`src/rtl/argo_pkg.sv`:
```
// argo_pkg
// Shared constants and helpers for the argo channel blocks.
//   ARGO_DATA_WIDTH / ARGO_ADDR_WIDTH : default payload and RAM address widths
//   argo_op_e                          : per-cycle handshake combination
//   argo_clog2()                       : ceil(log2(value)), used to size counters
package argo_pkg;

  localparam int ARGO_DATA_WIDTH = 32;
  localparam int ARGO_ADDR_WIDTH = 3;

  // Encoded as {write_fire, read_fire} so it can be built by a direct cast.
  typedef enum logic [1:0] {
    OP_IDLE  = 2'b00,
    OP_RD    = 2'b01,
    OP_WR    = 2'b10,
    OP_WR_RD = 2'b11
  } argo_op_e;

  function automatic int argo_clog2(input int value);
    int result;
    int v;
    result = 0;
    v = value - 1;
    while (v > 0) begin
      result = result + 1;
      v = v >> 1;
    end
    return result;
  endfunction

endpackage

```
`src/rtl/argo_dp_ram.sv`:
```
// argo_dp_ram
// Simple dual-port storage: one write port, one synchronous read port.
//   clk        : clock
//   i_rst      : synchronous active-high reset, clears only the read register
//   i_wr_en    : write strobe
//   i_wr_addr  : write address
//   i_wr_data  : write payload
//   i_rd_en    : read strobe, loads o_rd_data on the next edge
//   i_rd_addr  : read address
//   o_rd_data  : registered read data, holds while i_rd_en is low
module argo_dp_ram
  import argo_pkg::*;
#(
  parameter int DATA_WIDTH = ARGO_DATA_WIDTH,
  parameter int ADDR_WIDTH = ARGO_ADDR_WIDTH,
  parameter int DEPTH      = 1 << ADDR_WIDTH
) (
  input  logic                  clk,
  input  logic                  i_rst,
  input  logic                  i_wr_en,
  input  logic [ADDR_WIDTH-1:0] i_wr_addr,
  input  logic [DATA_WIDTH-1:0] i_wr_data,
  input  logic                  i_rd_en,
  input  logic [ADDR_WIDTH-1:0] i_rd_addr,
  output logic [DATA_WIDTH-1:0] o_rd_data
);

  logic [DATA_WIDTH-1:0] r_mem [DEPTH];
  logic [DATA_WIDTH-1:0] r_rd_data;

  // The array is deliberately left without reset so it maps onto RAM macros.
  always_ff @(posedge clk) begin
    if (i_wr_en) begin
      r_mem[i_wr_addr] <= i_wr_data;
    end
  end

  // The read register doubles as the FIFO output stage, so it gets a reset
  // to keep the head payload at zero out of reset.
  always_ff @(posedge clk) begin
    if (i_rst) begin
      r_rd_data <= '0;
    end else if (i_rd_en) begin
      r_rd_data <= r_mem[i_rd_addr];
    end
  end

  assign o_rd_data = r_rd_data;

endmodule

```
`src/rtl/argo_chan_fifo.sv`:
```
// argo_chan_fifo
// First-word-fall-through channel FIFO built on argo_dp_ram. The RAM read
// register is the output stage, so rd_data/rd_valid come straight from flops.
//   clk, rst          : clock, synchronous active-high reset
//   flush             : synchronous discard of all contents
//   wr_valid/ready    : producer handshake, wr_data payload
//   rd_valid/ready    : consumer handshake, rd_data head payload
//   count             : entries held, including the one in the output stage
//   almost_full/empty : registered threshold flags derived from count
module argo_chan_fifo
  import argo_pkg::*;
#(
  parameter int DATA_WIDTH = ARGO_DATA_WIDTH,
  parameter int ADDR_WIDTH = ARGO_ADDR_WIDTH,
  parameter int DEPTH      = 1 << ADDR_WIDTH,
  parameter int AFULL_LVL  = DEPTH - 1,
  parameter int AEMPTY_LVL = 1
) (
  input  logic                  clk,
  input  logic                  rst,
  input  logic                  flush,
  input  logic                  wr_valid,
  output logic                  wr_ready,
  input  logic [DATA_WIDTH-1:0] wr_data,
  output logic                  rd_valid,
  input  logic                  rd_ready,
  output logic [DATA_WIDTH-1:0] rd_data,
  output logic [ADDR_WIDTH:0]   count,
  output logic                  almost_full,
  output logic                  almost_empty
);

  localparam int CNT_W = argo_clog2(DEPTH + 1);
  localparam logic [ADDR_WIDTH-1:0] LAST_ADDR = ADDR_WIDTH'(DEPTH - 1);
  localparam logic [CNT_W-1:0]      FULL_CNT  = CNT_W'(DEPTH);
  localparam logic [CNT_W-1:0]      ONE_CNT   = CNT_W'(1);

  logic [ADDR_WIDTH-1:0] r_wr_ptr;
  logic [ADDR_WIDTH-1:0] r_rd_ptr;
  logic [CNT_W-1:0]      r_count;
  logic                  r_rd_valid;
  logic                  r_wr_ready;
  logic                  r_afull;
  logic                  r_aempty;

  logic                  w_wr_fire;
  logic                  w_rd_fire;
  logic                  w_mem_avail;
  logic                  w_fetch;
  logic                  w_ram_wr_en;
  logic                  w_ram_rd_en;
  argo_op_e              w_op;
  logic [CNT_W-1:0]      w_count_nxt;
  logic [ADDR_WIDTH-1:0] w_wr_ptr_nxt;
  logic [ADDR_WIDTH-1:0] w_rd_ptr_nxt;
  logic                  w_clear;

  always_comb begin
    w_clear   = rst || flush;
    w_wr_fire = wr_valid && r_wr_ready;
    w_rd_fire = r_rd_valid && rd_ready;

    // Words still sitting in the RAM (not yet in the output stage). Only
    // words written on earlier edges count, which avoids reading an address
    // in the same cycle it is being written.
    w_mem_avail = r_rd_valid ? (r_count > ONE_CNT) : (r_count != '0);

    // Load the output stage when it is empty or being drained this cycle.
    w_fetch = w_mem_avail && (!r_rd_valid || rd_ready);

    w_op = argo_op_e'({w_wr_fire, w_rd_fire});
    w_count_nxt = r_count;
    case (w_op)
      OP_WR:   w_count_nxt = r_count + ONE_CNT;
      OP_RD:   w_count_nxt = r_count - ONE_CNT;
      default: w_count_nxt = r_count;
    endcase

    // Explicit wrap keeps the pointers correct for non-power-of-two DEPTH.
    w_wr_ptr_nxt = (r_wr_ptr == LAST_ADDR) ? '0 : r_wr_ptr + ADDR_WIDTH'(1);
    w_rd_ptr_nxt = (r_rd_ptr == LAST_ADDR) ? '0 : r_rd_ptr + ADDR_WIDTH'(1);

    w_ram_wr_en = w_wr_fire && !w_clear;
    w_ram_rd_en = w_fetch && !w_clear;
  end

  always_ff @(posedge clk) begin
    if (w_clear) begin
      r_wr_ptr   <= '0;
      r_rd_ptr   <= '0;
      r_count    <= '0;
      r_rd_valid <= 1'b0;
      r_wr_ready <= 1'b1;
      r_afull    <= (0 >= AFULL_LVL);
      r_aempty   <= (0 <= AEMPTY_LVL);
    end else begin
      if (w_wr_fire) begin
        r_wr_ptr <= w_wr_ptr_nxt;
      end
      if (w_fetch) begin
        r_rd_ptr <= w_rd_ptr_nxt;
      end
      r_rd_valid <= w_fetch || (r_rd_valid && !rd_ready);
      r_count    <= w_count_nxt;
      // Ready is computed from the next count so it is a pure flop output;
      // a read completing while full frees space only for the following cycle.
      r_wr_ready <= (w_count_nxt != FULL_CNT);
      r_afull    <= (int'(w_count_nxt) >= AFULL_LVL);
      r_aempty   <= (int'(w_count_nxt) <= AEMPTY_LVL);
    end
  end

  argo_dp_ram #(
    .DATA_WIDTH (DATA_WIDTH),
    .ADDR_WIDTH (ADDR_WIDTH),
    .DEPTH      (DEPTH)
  ) u_ram (
    .clk        (clk),
    .i_rst      (rst),
    .i_wr_en    (w_ram_wr_en),
    .i_wr_addr  (r_wr_ptr),
    .i_wr_data  (wr_data),
    .i_rd_en    (w_ram_rd_en),
    .i_rd_addr  (r_rd_ptr),
    .o_rd_data  (rd_data)
  );

  assign wr_ready     = r_wr_ready;
  assign rd_valid     = r_rd_valid;
  assign count        = (ADDR_WIDTH + 1)'(r_count);
  assign almost_full  = r_afull;
  assign almost_empty = r_aempty;

endmodule
```
`config.mk`:
```
export PLATFORM = sky130hd
export DESIGN_NAME = argo_chan_fifo
export DESIGN_NICKNAME = d
export VERILOG_FILES = /design/src/rtl/argo_pkg.sv /design/src/rtl/argo_dp_ram.sv /design/src/rtl/argo_chan_fifo.sv
export SDC_FILE = /design/constraint.sdc
export NUM_CORES = 1
export LEC_CHECK = 0
export BUFFER_PORTS_ARGS = -buffer_cell sky130_fd_sc_hd__buf_2
export CORE_UTILIZATION = 55
export CTS_BUF_LIST = sky130_fd_sc_hd__clkbuf_4 sky130_fd_sc_hd__clkbuf_8 sky130_fd_sc_hd__clkbuf_16
export CTS_CLUSTER_SIZE = 20
export DETAILED_ROUTE_END_ITERATION = 10
export PLACE_DENSITY = 0.73
export SLEW_MARGIN = 0
export SYNTH_ARGS = -nofsm -noshare
export SYNTH_HDL_FRONTEND = slang
export SYNTH_SLANG_ARGS = --single-unit
export TNS_END_PERCENT = 20
```
`constraint.sdc`:
```
create_clock -name clk -period 4.4 [get_ports clk]
set_input_delay 0 -clock clk [delete_from_list [all_inputs] [get_ports clk]]
set_output_delay 0 -clock clk [all_outputs]
set_load 0.01 [all_outputs]
```
# Word level (Yosys, flattened, before mapping)
# Memories as Yosys holds them, arrays and structs flattened. A register that Yosys moved wholly into a read port is not among the register bits.
# Index checks and enable logic that the tools add are counted.
[word_totals]
register_bits = 14
ramBits = 256
input_bits = 37
output_inout_bits = 40
elab_cells = 39
n_memories = 1
[classes]
addsub = 4
n_lt_le_gt_ge = 3
n_eq_ne = 5
mux = 6
n_reduce_logical = 13
[memory_table]
columns = ["name", "words", "word_bits", "read_ports", "rd_clocked_by_memory_dff", "write_ports", "line", "text"]
rows = [
  ["u_ram.r_mem", 8, 32, 1, 1, 1, "argo_dp_ram.sv:28", "logic [DATA_WIDTH-1:0] r_mem [DEPTH];"],
]
[op_table]
columns = ["cell", "n"]
rows = [
  ["$pmux W4 S2", 1],
  ["$add A3 B1 Y3 const B", 2],
  ["$eq A3 B3 Y1 const B", 2],
  ["$logic_and A1 B1 Y1", 6],
  ["$mux W3", 2],
  ["$add A4 B1 Y4 const B", 1],
  ["$ge A4 B3 Y1 const B", 1],
  ["$gt A4 B1 Y1 const B", 1],
  ["$le A4 B1 Y1 const B", 1],
  ["$ne A4 B4 Y1 const B", 1],
  ["$reduce_bool A4 Y1", 1],
  ["$sub A4 B1 Y4 const B", 1],
  ["$logic_not A1 Y1", 3],
  ["$logic_or A1 B1 Y1", 3],
  ["$mux W1", 3],
  ["$eq A2 B1 Y1 const B", 1],
  ["$eq A2 B2 Y1 const B", 1],
]

# Logic depth before layout (Yosys ltp)
# Gate-level depths: netlist of the first run.
[depth]
ltp_word = 5
depth_mapped = 8
ltp_nobuf = 7

# Modules after synthesis
# Synthesis of the first run repeated with hierarchy kept, for this count alone.
[hier_totals]
hier_cells = 692
hier_area_um2 = 11766.3
[by_module_without_submodules]
columns = ["module", "n_inst", "cells_each", "area_per_inst_um2", "seq_area_each_um2"]
rows = [
  ["argo_dp_ram", 1, 598, 10958.0, 8328.0],
  ["argo_chan_fifo", 1, 94, 808.3, 280.3],
]

# Worst setup path after synthesis of the first run
# OpenSTA, ideal clock, no wires.
[synth_timing]
kind = "register to register"
start = "register r_wr_ready (netlist: wr_ready)"
end = "memory u_ram.r_mem[0][0] (netlist bit) (enable)"
setup_time_ns = 0.461
arrival_ns = 3.150
required_ns = 3.939
slack_ns = 0.789
path_stages_with_launch = 4
n_path_buf = 0
synth_period_minus_slack_ns = 3.611
cell_sequence = "dfxtp_1 nand2_1 or3_1 nor3_1"
[synth_via]
elab_chain_len = 4
[synth_lines]
columns = ["element", "line", "text"]
rows = [
  ["from (decl)", "argo_chan_fifo.sv:42", "logic r_wr_ready;"],
  ["from (signal assigned)", "argo_chan_fifo.sv:107", "r_wr_ready <= (w_count_nxt != FULL_CNT);"],
  ["$logic_and A1 B1 Y1", "argo_chan_fifo.sv:60", "w_wr_fire = wr_valid && r_wr_ready;"],
  ["$logic_and A1 B1 Y1", "argo_chan_fifo.sv:83", "w_ram_wr_en = w_wr_fire && !w_clear;"],
  ["$mux W1", "argo_dp_ram.sv:33", "if (i_wr_en) begin"],
  ["$mux W1 (not written as such)", "argo_dp_ram.sv:34", "r_mem[i_wr_addr] <= i_wr_data;"],
  ["to (decl)", "argo_dp_ram.sv:28", ""],
]
# No other way between the ends.

==> results_dict.tcl, run 1 <==
set metrics [dict create \
    fin_nets 748 \
    place.port_buffers 76 \
    vdd.ir_drop.worst_uv 383 \
    via_per_inst 5.76 \
    p_leak_uw 0.00445 \
    cts_made_buffers 29 \
    ios 77 \
    yosysWarningCount 0 \
    clock_sinks 302 \
    h-tree-depth 1 \
    synth_flop_cell "edfxtp_1" \
    avgSynthCellArea_um2 20.1 \
    cts_tree "yes" \
    firstDrtPassIters 4 \
    required_ps 4820 \
    r2r_slack_ps 1870 \
    cts.clk_slew.worst_paths_ps 70 \
    wl_met2_mm 11.0 \
    ys_seq_area_frac 0.738 \
    die_y_um 148 \
    p_per_area_mw_per_mm2 433 \
    drt_iter0_markers 336 \
    path_max_fanout 41 \
    fin_worst_skew_ps 9.45 \
    setup_ws_ps 1870 \
    timing.final.crit_period_ps 2530 \
    cp.arrival_ps 2950 \
    area_growth_pct 17.6 \
    synth_cell_types 45 \
    slew_viol_final 0 \
    antenna_found_initial 0 \
    outcome "completed" \
    synthesis.nets 626 \
    fp.coreArea_mm2 0.0205 \
    r2r_start "r_rd_ptr[0]" \
    place_area_mm2 0.0123 \
    dp_hpwl_mm 12.1 \
    fmax_ghz 0.395 \
    end_kind "flop" \
    drive_gt1_frac 0.302 \
    grt_max_degree 67 \
    fin_area_mm2 0.0137 \
    final_cell_mix "edfxtp_1, buf_2, mux2i_1" \
    layoutNonFillerInstCount 995 \
    grt_usage 0.209 \
    power.total_uw 5940 \
    rsz0062_at_grt "no" \
    cts_setup_buffers 0 \
    fin_crit_sh 0.575 \
    clk_path_buf_depth 3 \
    vias 5731 \
    synth_area_mm2 0.0117 \
    highest_layer "met4" \
    fin_tns_setup_ps 0 \
    fill_cells 1334 \
    drt_wl_total_mm 21.8 \
    hold_end "u_ram.o_rd_data[30]" \
    ys_seq_elements 302 \
    pre_cts_ws_ps 1730 \
    rows 52 \
    drtAntennaViolNets 0 \
    wl_per_cell_um 21.9 \
    grt_first_pass_wirelength_mm 34.3 \
    grt_pass1_vias 6053 \
    crit_path_start_kind "flop" \
    slew_headroom 0.165 \
    wl_met3_mm 1.09 \
    setup_viol 0 \
    grt-ovfl-total 0 \
    synth_cells 580 \
    crit_type "reg -> reg" \
    dp_cells 905 \
    start_util 0.569 \
    diodes 0 \
    async_reset_ff_frac 0 \
    wl_met1_mm 9.24 \
    die_w_um 148 \
    reg2reg_depth 4 \
    root_buffer "clkbuf_16" \
    synth_edf_count 256 \
    drc 0 \
    min_from "rst" \
    worst_pin_slew_ps 1250 \
    gp_congestion 0.787 \
    maxCapViolations 0 \
    clk_latency_ps 550 \
    min_path_cells 3 \
    worstHoldPathType "in -> reg" \
    mostFrequentLayoutCell "edfxtp_1" \
    r2r-end "u_ram.o_rd_data[11]" \
    hold_viol 0 \
    die_area_mm2 0.0218 \
]
registers in the layout, indices dropped and copies added, names as in the netlist:
name             count
wr_ready             1
r_wr_ptr             3
count                4
rd_valid             1
almost_full          1
u_ram.o_rd_data     32
almost_empty         1
r_rd_ptr             3
u_ram.r_mem        256
per-stage QoR:
step | utilization | hold slack [ps]
2_1_floorplan | - | 98.9
3_3_place_gp | 0.602 | 256
3_5_place_dp | 0.602 | 271
4_1_cts | 0.669 | 148
5_1_grt | 0.669 | 201
6_report | 0.669 | 170
repair_timing:
| action | CTS | global route |
|---|---|---|
| hold endpoints to repair | 268 | 0 |
| resized for setup | 0 | 0 |
| hold buffers | 36 | 0 |
| setup endpoints to repair | 0 | 0 |
cells in the mapped netlist, drive strengths merged, types with 3 or more instances:
cell,count,area [um2]
a211oi,3,27.5
a21oi,7,35.0
buf,18,119
clkbuf,10,38.8
dfxtp,46,921
edfxtp,256,7690
ha,9,113
inv,6,22.5
mux2i,65,651
mux4,64,1440
nand2,10,37.5
nand2b,35,219
nor2,11,41.3
nor3,6,41.3
o21ai,6,30.0
worst max path at each step:
stage / from / end / slack [ps] / cells past startpoint
6_report: r_rd_ptr[0] / u_ram.o_rd_data[11] / 1870 / 4
4_1_cts: r_rd_ptr[0] / u_ram.o_rd_data[9] / 1850 / 4
2_1_floorplan: wr_ready / u_ram.r_mem[0][0] / 790 / 3
5_1_grt: r_rd_ptr[0] / u_ram.o_rd_data[11] / 1640 / 4
3_3_place_gp: rst / u_ram.r_mem[2][13] / 1830 / 4
3_5_place_dp: rst / u_ram.r_mem[2][13] / 1730 / 4
where the power goes:
part	total (uW)	switching, uW	internal, uW
Sequential	3140	19.0	3120
Combinational	196	100	95.6
Clock	2600	1020	1580
Total	5940	1140	4800
critical path, cell delays in order, from the launching register on:
cell	delay [ps]
dfxtp_4	880
buf_4	590
mux4_2	580
mux2i_1	200
mux2i_1	120
per-layer routing:
layer,GRT usage,up-vias
met4,0.0613,0
met2,0.353,158
met5,0,-
met3,0.0336,39
met1,0.284,2950
li1,-,2584
cell type report:
class                      count  area (um2)  area share
clock buffer                  39         807      0.0588
clock inverter                15         213      0.0155
inverter                       6        22.5     0.00164
multi-input combinational    244        2930       0.213
sequential                   302        8620       0.628
tap                          270         338      0.0246
timing repair buffer         119         793      0.0578
cells by family after synthesis:
family / share of synthesized area
buf+inv: 0.0155
flops: 0.738
mux: 0.179
fa+ha+maj: 0.00966
compound gates: 0.0175
simple gates: 0.0397
(Power assumes the default switching activity.)
==> run 2, diff against run 1 <==
--- a/config.mk
+++ b/config.mk
@@ -6,11 +6,11 @@
 export NUM_CORES = 1
 export LEC_CHECK = 0
 export BUFFER_PORTS_ARGS = -buffer_cell sky130_fd_sc_hd__buf_2
-export CORE_UTILIZATION = 55
+export CORE_UTILIZATION = 54
 export CTS_BUF_LIST = sky130_fd_sc_hd__clkbuf_4 sky130_fd_sc_hd__clkbuf_8 sky130_fd_sc_hd__clkbuf_16
 export CTS_CLUSTER_SIZE = 20
 export DETAILED_ROUTE_END_ITERATION = 10
-export PLACE_DENSITY = 0.73
+export PLACE_DENSITY = 0.75
 export SLEW_MARGIN = 0
 export SYNTH_ARGS = -nofsm -noshare
 export SYNTH_HDL_FRONTEND = slang
==> constraint.sdc (replaced) <==
create_clock -name clk -period 2.3 [get_ports clk]
set_input_delay 0 -clock clk [delete_from_list [all_inputs] [get_ports clk]]
set_output_delay 0 -clock clk [all_outputs]
set_load 0.01 [all_outputs]
==> run 2 against run 1 <==
Compared with the run above:
- final cell count up 3.5%
- clock skew up 1.0 ps
- total power up 87%
- clock-buffer cell count up 5
- clock power up 82%
- combinational power up 100%
- sequential cell count unchanged
==> results_dict.tcl, run 2 (synthesized netlist as in run 1, its figures left out) <==
set metrics [dict create \
    outcome "completed" \
    path_max_fanout 8 \
    mostFrequentLayoutCell "edfxtp_1" \
    p_per_area_mw_per_mm2 796 \
    die_y_um 149 \
    pre_cts_ws_ps 84.9 \
    cp.arrival_ps 2440 \
    p_leak_uw 0.00460 \
    final_cell_mix "edfxtp_1, buf_2, mux2i_1" \
    rsz0062_at_grt "no" \
    fin_worst_skew_ps 10.5 \
    rows 53 \
    required_ps 2700 \
    setup_ws_ps 260 \
    fin_nets 778 \
    wl_per_cell_um 22.1 \
    fin_crit_sh 0.887 \
    crit_type "reg -> reg" \
    hold_viol 0 \
    drt_iter0_markers 375 \
    cts.clk_slew.worst_paths_ps 60 \
    start_util 0.553 \
    grt_first_pass_wirelength_mm 35.3 \
    fmax_ghz 0.490 \
    worstHoldPathType "in -> reg" \
    h-tree-depth 1 \
    place_area_mm2 0.0126 \
    grt_usage 0.215 \
    via_per_inst 5.78 \
    crit_path_start_kind "flop" \
    clk_path_buf_depth 3 \
    end_kind "flop" \
    cts_made_buffers 29 \
    die_w_um 149 \
    top_register "u_ram.r_mem" \
    vias 5955 \
    multi_input_area_mm2 0.00294 \
    grt-ovfl-total 0 \
    fill_cells 1372 \
    maxCapViolations 0 \
    diodes 0 \
    dp_hpwl_mm 13.6 \
    drt_wl_total_mm 22.8 \
    largest_register_ffs 256 \
    grt_max_degree 34 \
    slew_viol_final 0 \
    setup_viol 0 \
    antenna_found_initial 0 \
    final_util 0.663 \
    grt_pass1_vias 6410 \
    gp_congestion 0.835 \
    die_area_mm2 0.0222 \
    ff_latch_area_mm2 0.00861 \
    clk_latency_ps 540 \
    fp.coreArea_mm2 0.0211 \
    firstDrtPassIters 5 \
    fin_area_mm2 0.0140 \
    ctsResizeCount 0 \
    place.port_buffers 76 \
    drive_gt1_frac 0.330 \
    vdd.ir_drop.worst_uv 705 \
    drtAntennaViolNets 0 \
    drc 0 \
    clock_sinks 302 \
    slew_headroom 0.501 \
    timing.final.crit_period_ps 2040 \
    area_growth_pct 19.9 \
    cts_tree "yes" \
    worst_pin_slew_ps 749 \
    root_buffer "clkbuf_16" \
    ios 77 \
]
run 2: changes by cell type in the layout (fill, tap and decap cells not counted), sizes merged:
cell	before	now
clkinvlp	2	1
dlygate4sd3	36	37
clkbuf	39	44
buf	83	112
clkinv	7	6
bufinv	5	2
run 2: cell type report:
class                           count  share of cell area
Multi-Input combinational cell    244               0.210
Clock inverter                     10             0.00743
Tap cell                          275              0.0246
Inverter                            6             0.00161
Sequential cell                   302               0.616
Clock buffer                       44              0.0622
Timing Repair Buffer              149              0.0775
run 2: worst paths after layout:
kind	from	end	slack (ps)	cells past startpoint
setup / recovery	wr_ready	wr_ready	260	6
setup reg to reg	wr_ready	wr_ready	260	6
hold / removal	rst	u_ram.o_rd_data[1]	120	5
hold reg to reg	u_ram.o_rd_data[26]	u_ram.o_rd_data[26]	470	2
run 2: timing repair:
item,in CTS,in global routing
hold endpoints to repair,268,0
setup endpoints to repair,0,19
setup buffers,0,2
hold buffers,37,0
run 2: layer usage:
layer / share of wire / up-vias / GRT usage / wire, um
met2: 0.52 / 183 / 0.373 / 11800
met1: 0.41 / 3094 / 0.282 / 9300
met3: 0.052 / 34 / 0.0315 / 1190
met5: 0 / - / 0 / 0
met4: 0.020 / 0 / 0.0663 / 453
li1: - / 2644 / - / -
run 2: power breakdown:
part | internal (uW) | switching (uW) | total (uW)
Combinational | 197 | 203 | 400
Sequential | 5970 | 29.1 | 6000
Clock | 2830 | 1900 | 4730
run 2: metrics by stage:
| stage | TNS, ps | hold slack (ps) | total power, uW | std cells |
|---|---|---|---|---|
| floorplan | -84510 | 98.9 | 6310 | 580 |
| global placement | 0 | 251 | 6450 | 937 |
| detailed placement | 0 | 268 | 6470 | 937 |
| CTS | 0 | 48.2 | 11200 | 1028 |
| global route | 0 | 128 | 11400 | 1030 |
| finish | 0 | 125 | 11100 | 1030 |
run 2: worst max-delay path, stage by stage (launching register included):
cell and delay [ps]:
dfxtp_1 330, nand2_1 200, ha_1 450, inv_1 160, o21ai_0 130, nor4_2 460, nand4_1 170
